## src/rtl/chess_clock_timer.sv

```systemverilog
// Per-player chess clock countdown: prescaled 1 s decrement of a BCD mm:ss value,
// a sticky zero flag, and an optional Fischer increment applied on each turn end.
module chess_clock_timer #(
  parameter int CLK_HZ    = 100_000_000,
  parameter int START_MIN = 5,
  parameter int INC_SEC   = 0
) (
  input  logic       i_clk,
  input  logic       i_rst_n,
  input  logic       i_restart,
  input  logic       i_stop,
  output logic       o_zero,
  output logic [3:0] o_min_tens,
  output logic [3:0] o_min_ones,
  output logic [3:0] o_sec_tens,
  output logic [3:0] o_sec_ones,
  output logic       o_tick
);

  localparam int            PW        = (CLK_HZ > 2) ? $clog2(CLK_HZ) : 1;
  localparam logic [PW-1:0] PRESC_MAX = PW'(CLK_HZ - 1);
  localparam logic [3:0]    START_MT  = 4'(START_MIN / 10);
  localparam logic [3:0]    START_MO  = 4'(START_MIN % 10);
  localparam logic [3:0]    INC_T     = 4'(INC_SEC / 10);
  localparam logic [3:0]    INC_O     = 4'(INC_SEC % 10);
  localparam logic          INC_EN    = (INC_SEC > 0);

  logic [PW-1:0] presc_q, presc_d;
  logic          hist_q, hist_d;
  logic          tick_q, tick_d;
  logic [3:0]    mt_q, mo_q, st_q, so_q;
  logic [3:0]    mt_d, mo_d, st_d, so_d;
  logic [3:0]    mt_m, mo_m, st_m, so_m;
  logic [3:0]    mt_p, mo_p, st_p, so_p;
  logic [4:0]    so_sum, st_sum, mo_sum, mt_sum;
  logic          c0, c1, c2;
  logic          turn_end;

  assign o_zero     = (mt_q == 4'd0) && (mo_q == 4'd0) && (st_q == 4'd0) && (so_q == 4'd0);
  assign o_min_tens = mt_q;
  assign o_min_ones = mo_q;
  assign o_sec_tens = st_q;
  assign o_sec_ones = so_q;
  assign o_tick     = tick_q;
  assign turn_end   = i_stop && !hist_q;

  // One-second decrement with BCD borrow; only applied while not at 00:00.
  always_comb begin
    mt_m = mt_q;
    mo_m = mo_q;
    st_m = st_q;
    so_m = so_q;
    if (so_q != 4'd0) begin
      so_m = so_q - 4'd1;
    end else begin
      so_m = 4'd9;
      if (st_q != 4'd0) begin
        st_m = st_q - 4'd1;
      end else begin
        st_m = 4'd5;
        if (mo_q != 4'd0) begin
          mo_m = mo_q - 4'd1;
        end else begin
          mo_m = 4'd9;
          mt_m = mt_q - 4'd1;
        end
      end
    end
  end

  // Fischer increment: BCD add with carry out of seconds, saturating at 99:59.
  always_comb begin
    so_sum = {1'b0, so_q} + {1'b0, INC_O};
    c0     = (so_sum >= 5'd10);
    so_p   = c0 ? 4'(so_sum - 5'd10) : so_sum[3:0];
    st_sum = {1'b0, st_q} + {1'b0, INC_T} + {4'd0, c0};
    c1     = (st_sum >= 5'd6);
    st_p   = c1 ? 4'(st_sum - 5'd6) : st_sum[3:0];
    mo_sum = {1'b0, mo_q} + {4'd0, c1};
    c2     = (mo_sum >= 5'd10);
    mo_p   = c2 ? 4'(mo_sum - 5'd10) : mo_sum[3:0];
    mt_sum = {1'b0, mt_q} + {4'd0, c2};
    mt_p   = mt_sum[3:0];
    if (mt_sum >= 5'd10) begin
      mt_p = 4'd9;
      mo_p = 4'd9;
      st_p = 4'd5;
      so_p = 4'd9;
    end
  end

  always_comb begin
    presc_d = presc_q;
    hist_d  = i_stop;
    tick_d  = 1'b0;
    mt_d    = mt_q;
    mo_d    = mo_q;
    st_d    = st_q;
    so_d    = so_q;
    if (i_restart) begin
      presc_d = '0;
      hist_d  = 1'b1;
      mt_d    = START_MT;
      mo_d    = START_MO;
      st_d    = 4'd0;
      so_d    = 4'd0;
    end else if (!o_zero) begin
      if (turn_end && INC_EN) begin
        mt_d = mt_p;
        mo_d = mo_p;
        st_d = st_p;
        so_d = so_p;
      end else if (!i_stop) begin
        if (presc_q == PRESC_MAX) begin
          presc_d = '0;
          tick_d  = 1'b1;
          mt_d    = mt_m;
          mo_d    = mo_m;
          st_d    = st_m;
          so_d    = so_m;
        end else begin
          presc_d = presc_q + PW'(1);
        end
      end
    end
  end

  always_ff @(posedge i_clk or negedge i_rst_n) begin
    if (!i_rst_n) begin
      presc_q <= '0;
      hist_q  <= 1'b1;
      tick_q  <= 1'b0;
      mt_q    <= START_MT;
      mo_q    <= START_MO;
      st_q    <= 4'd0;
      so_q    <= 4'd0;
    end else begin
      presc_q <= presc_d;
      hist_q  <= hist_d;
      tick_q  <= tick_d;
      mt_q    <= mt_d;
      mo_q    <= mo_d;
      st_q    <= st_d;
      so_q    <= so_d;
    end
  end

endmodule

```

## config.mk

```make
export PLATFORM = sky130hd
export DESIGN_NAME = chess_clock_timer
export DESIGN_NICKNAME = d
export VERILOG_FILES = /design/src/rtl/chess_clock_timer.sv
export SDC_FILE = /design/constraint.sdc
export NUM_CORES = 1
export LEC_CHECK = 0
export ABC_AREA = 1
export CAP_MARGIN = 25
export CORE_ASPECT_RATIO = 1.4
export CORE_UTILIZATION = 31
export DETAILED_ROUTE_END_ITERATION = 8
export HOLD_SLACK_MARGIN = 0.12
export MAX_ROUTING_LAYER = met4
export SYNTH_ARGS = -nofsm -noshare
export SYNTH_HDL_FRONTEND = slang
export SYNTH_SLANG_ARGS = --single-unit
export TNS_END_PERCENT = 30
```

## constraint.sdc

```tcl
create_clock -name i_clk -period 2.5 [get_ports i_clk]
set_clock_uncertainty 0.1 [all_clocks]
set_input_delay 0.5 -clock i_clk [delete_from_list [all_inputs] [get_ports i_clk]]
set_output_delay 0.5 -clock i_clk [all_outputs]
set_load 0.005 [all_outputs]
```

==> flow_results.xml <==
<?xml version="1.0" encoding="UTF-8"?>
<metrics>
  <group name="clock_network">
    <metric name="htreeDepth" unit="">2</metric>
    <metric name="clock_latency_at_the_later_pin_of_the_worst_skew_pair" unit="ns">0.29</metric>
    <metric name="cts_hold_repair.buffers" unit="">0</metric>
    <metric name="cts_inserted_buffers" unit="">5</metric>
    <metric name="clock_transition_at_the_register_clock_pins_on_the_worst_setup_and_hold_paths_after_cts" unit="ns">0.07</metric>
    <metric name="clkSinkCount" unit="">44</metric>
    <metric name="cts_root_buffer" unit="">sky130_fd_sc_hd__clkbuf_16</metric>
    <metric name="clock_tree_from_tritoncts" unit="">yes</metric>
    <metric name="cts.path.max_buffers" unit="">2</metric>
  </group>
  <group name="final_layout">
    <metric name="layout-drive-gt1-share" unit="">0.1656</metric>
    <metric name="layout.filler_cells" unit="">1021</metric>
    <metric name="area_growth" unit="%">18.65</metric>
    <metric name="antenna-diode-count" unit="">0</metric>
    <metric name="layout.cells.most_common" unit="">sky130_fd_sc_hd__nand2_1</metric>
    <metric name="layout_common_cells" unit="">sky130_fd_sc_hd__nand2_1 (141), sky130_fd_sc_hd__nor2_1 (64), sky130_fd_sc_hd__inv_1 (44)</metric>
    <metric name="fin_util" unit="">0.3825</metric>
    <metric name="final_area" unit="sq um">3638</metric>
    <metric name="nNetsFinal" unit="">492</metric>
    <metric name="instances_no_fill" unit="">615</metric>
  </group>
  <group name="synthesis">
    <metric name="yosysSeqAreaShare" unit="">0.3599</metric>
    <metric name="synth.yosys.warnings" unit="">0</metric>
    <metric name="synth_top_area_cell" unit="">sky130_fd_sc_hd__dfrtp_1</metric>
    <metric name="synthTopCellsByArea" unit="">sky130_fd_sc_hd__dfrtp_1 (34%), sky130_fd_sc_hd__nand2_1 (17%), sky130_fd_sc_hd__nor2_1 (8.0%)</metric>
    <metric name="yosys.area.top_type_share" unit="">0.3427</metric>
    <metric name="netlist_area" unit="sq um">3067</metric>
    <metric name="post_synth.cell_area_avg" unit="sq um">6.740</metric>
    <metric name="syn_nets" unit="">465</metric>
    <metric name="ys_ff_latch" unit="">44</metric>
    <metric name="synthCells" unit="">455</metric>
    <metric name="ys_types" unit="">32</metric>
  </group>
  <group name="detailed_routing">
    <metric name="firstDrtPassIters" unit="">4</metric>
    <metric name="dr_wl_met3" unit="um">150</metric>
    <metric name="route.vias.total" unit="">2938</metric>
    <metric name="remaining_drc_errors" unit="">0</metric>
    <metric name="detail_route.iter0.violations" unit="">167</metric>
    <metric name="wl_met2" unit="um">4286</metric>
    <metric name="vias_per_cell" unit="">4.777</metric>
    <metric name="wl_met1" unit="um">3214</metric>
    <metric name="post_detailed_route_count_of_antenna_violating_nets" unit="">0</metric>
    <metric name="routedWlPerCell" unit="um">12.64</metric>
    <metric name="detailed_route_wl" unit="um">7773</metric>
    <metric name="highest_layer" unit="">met4</metric>
  </group>
  <group name="grt">
    <metric name="wire_length_of_the_first_global_routing_pass" unit="um">13240</metric>
    <metric name="antenna_found_initial" unit="">0</metric>
    <metric name="grt_pass1_vias" unit="">2895</metric>
    <metric name="largest_net_degree_at_the_start_of_global_routing" unit="">45</metric>
    <metric name="global_route.overflow_total" unit="">0</metric>
    <metric name="track_usage" unit="">0.1650</metric>
  </group>
  <group name="sta">
    <metric name="final_period_minus_worst_setup_slack" unit="ns">2.420</metric>
    <metric name="post-route-worst-setup-slack" unit="ns">0.07999</metric>
    <metric name="timing.max_slew.rel_slack" unit="">0.5998</metric>
    <metric name="report.final.setup_viol" unit="">0</metric>
    <metric name="tightestPinTransition" unit="ns">0.6004</metric>
    <metric name="drv_slew" unit="">0</metric>
    <metric name="final_hold_viol_count" unit="">0</metric>
    <metric name="maximum_achievable_frequency" unit="MHz">413.2</metric>
    <metric name="final.period_utilization" unit="">0.9680</metric>
  </group>
  <group name="placement">
    <metric name="place_worst_setup_slack" unit="ns">0.2851</metric>
    <metric name="gpl_wtd_cong" unit="">0.8818</metric>
    <metric name="place.detailed.hpwl" unit="um">5632</metric>
    <metric name="dp_cells" unit="">601</metric>
    <metric name="port_buffers" unit="">21</metric>
    <metric name="detailed_place.area" unit="sq um">3382</metric>
  </group>
  <group name="floorplanning">
    <metric name="die_area" unit="sq um">10300</metric>
    <metric name="die_height" unit="um">119.7</metric>
    <metric name="effective_utilization_at_floorplan" unit="">0.3224</metric>
    <metric name="rows" unit="">42</metric>
    <metric name="die_x" unit="um">86.06</metric>
    <metric name="ioPinCount" unit="">22</metric>
    <metric name="core" unit="sq um">9512</metric>
  </group>
  <group name="worst_hold_path">
    <metric name="holdCritPathClass" unit="">input pin to asynchronous set/reset pin</metric>
  </group>
  <group name="critical_path">
    <metric name="worst-r2r-cell-count" unit="">10</metric>
    <metric name="crit_required" unit="ns">1.90</metric>
    <metric name="worstPathArrival" unit="ns">1.82</metric>
    <metric name="crit_path_start_kind" unit="">flip-flop</metric>
    <metric name="timing.critical_path.fanout_max" unit="">4</metric>
    <metric name="timing.critical_path.to_type" unit="">output port</metric>
    <metric name="timing.setup.critical_path_class" unit="">flip-flop to output port</metric>
  </group>
  <group name="power">
    <metric name="pwr_density_cell" unit="nW/um^2">786.2</metric>
    <metric name="leakage" unit="nW">1.650</metric>
    <metric name="vdd_drop_max" unit="V">0.0004468</metric>
    <metric name="total_power" unit="W">0.002861</metric>
  </group>
  <group name="outcome">
    <metric name="status" unit="">completed</metric>
  </group>
  <group name="run">
    <metric name="cap_viol_max_count" unit="">0</metric>
  </group>
</metrics>
==> cell type report <==
cell class                      count  area, sq um  share of cell area
Inverter                           53        198.9             0.05468
Tap cell                          132        165.2             0.04539
Timing Repair Buffer               33        295.3             0.08116
Multi-Input combinational cell    345         1712              0.4704
Clock buffer                        7        132.6             0.03645
Sequential cell                    44         1105              0.3036
Clock inverter                      1        30.03            0.008253
==> path summary, 6_finish.rpt <==
kind	end	slack [ns]	startpoint
max	o_zero	0.08	o_min_ones[0]
min	o_tick	0.20	i_rst_n
max reg2reg	o_sec_ones[0]	0.34	presc_q[0]
min reg2reg	o_min_ones[2]	0.38	o_min_ones[2]
max in group asynchronous	o_sec_ones[0]	1.67	i_rst_n
min in group i_clk	o_min_ones[2]	0.38	o_min_ones[2]
==> layer usage <==
layer | up-vias | track usage
met4 | 0 | 0.05313
met1 | 1409 | 0.1806
li1 | 1478 | -
met3 | 9 | 0.02201
met2 | 42 | 0.3036
met5 | - | -
==> synth_stat cells <==
master	count
sky130_fd_sc_hd__xor2_1	6
sky130_fd_sc_hd__nor2_2	15
sky130_fd_sc_hd__a21oi_1	8
sky130_fd_sc_hd__clkbuf_1	2
sky130_fd_sc_hd__o21ai_2	4
sky130_fd_sc_hd__or2_2	2
sky130_fd_sc_hd__nor3b_1	1
sky130_fd_sc_hd__nand4_1	18
sky130_fd_sc_hd__buf_8	2
sky130_fd_sc_hd__nor2_1	65
sky130_fd_sc_hd__dfstp_2	2
sky130_fd_sc_hd__nand3b_1	1
sky130_fd_sc_hd__ha_1	6
sky130_fd_sc_hd__o21ai_1	5
sky130_fd_sc_hd__buf_4	2
sky130_fd_sc_hd__dfrtp_1	42
sky130_fd_sc_hd__buf_2	5
sky130_fd_sc_hd__nand2_4	3
sky130_fd_sc_hd__nand2_1	141
sky130_fd_sc_hd__buf_6	2
sky130_fd_sc_hd__inv_2	3
sky130_fd_sc_hd__o211ai_1	1
sky130_fd_sc_hd__and2_1	2
sky130_fd_sc_hd__nand2_2	17
sky130_fd_sc_hd__nor3_1	8
sky130_fd_sc_hd__nor4_1	2
sky130_fd_sc_hd__xnor2_1	2
sky130_fd_sc_hd__o21ai_0	2
sky130_fd_sc_hd__o31ai_1	1
sky130_fd_sc_hd__nor2_4	1
sky130_fd_sc_hd__inv_1	50
sky130_fd_sc_hd__nand3_1	34
==> report_power, final <==
group          switching (W)  leakage (nW)  internal, W
clock network       0.000286        0.0781     0.000473
logic               0.000576         0.980     0.000548
registers           0.000136         0.592     0.000842
==> timing repair <==
item | CTS | global route
pin swaps | 1 | 1
resized for setup | 2 | 15
buffers inserted | 1 | 5
endpoints found under the hold margin | 0 | 0
setup endpoints to repair | 1 | 1
gates cloned | 0 | 0
==> cells by family (layout without fill, tap and decap cells) <==
family	after synthesis	after routing	share of synthesized area
simple gates	310	310	0.4545
buf+inv	66	94	0.09751
flops	44	44	0.3599
compound gates	21	21	0.04080
xor+xnor	8	8	0.02285
fa+ha+maj	6	6	0.02448
==> through the flow <==
stage               hold slack [ns]  setup TNS, ns
finish                       0.2037              0
global route                 0.2696      -0.005019
CTS                          0.2321              0
detailed placement           0.3753              0
global placement             0.3679              0
floorplan                    0.1044              0
==> critical path: stages, from the launching register on <==
cell and delay (ns):
sky130_fd_sc_hd__dfstp_2 0.56, sky130_fd_sc_hd__inv_2 0.06, sky130_fd_sc_hd__ha_4 0.17, sky130_fd_sc_hd__nand3_1 0.13
sky130_fd_sc_hd__nor2_4 0.06, sky130_fd_sc_hd__nand2_2 0.08, sky130_fd_sc_hd__inv_1 0.04, sky130_fd_sc_hd__clkdlybuf4s50_1 0.43
==> registers in the layout (all words and copies together) (netlist names) <==
signal      count
o_sec_tens      4
o_min_ones      4
presc_q        27
o_min_tens      4
o_sec_ones      4
o_tick          1
No activity file was read; power rests on OpenSTA's default activity.
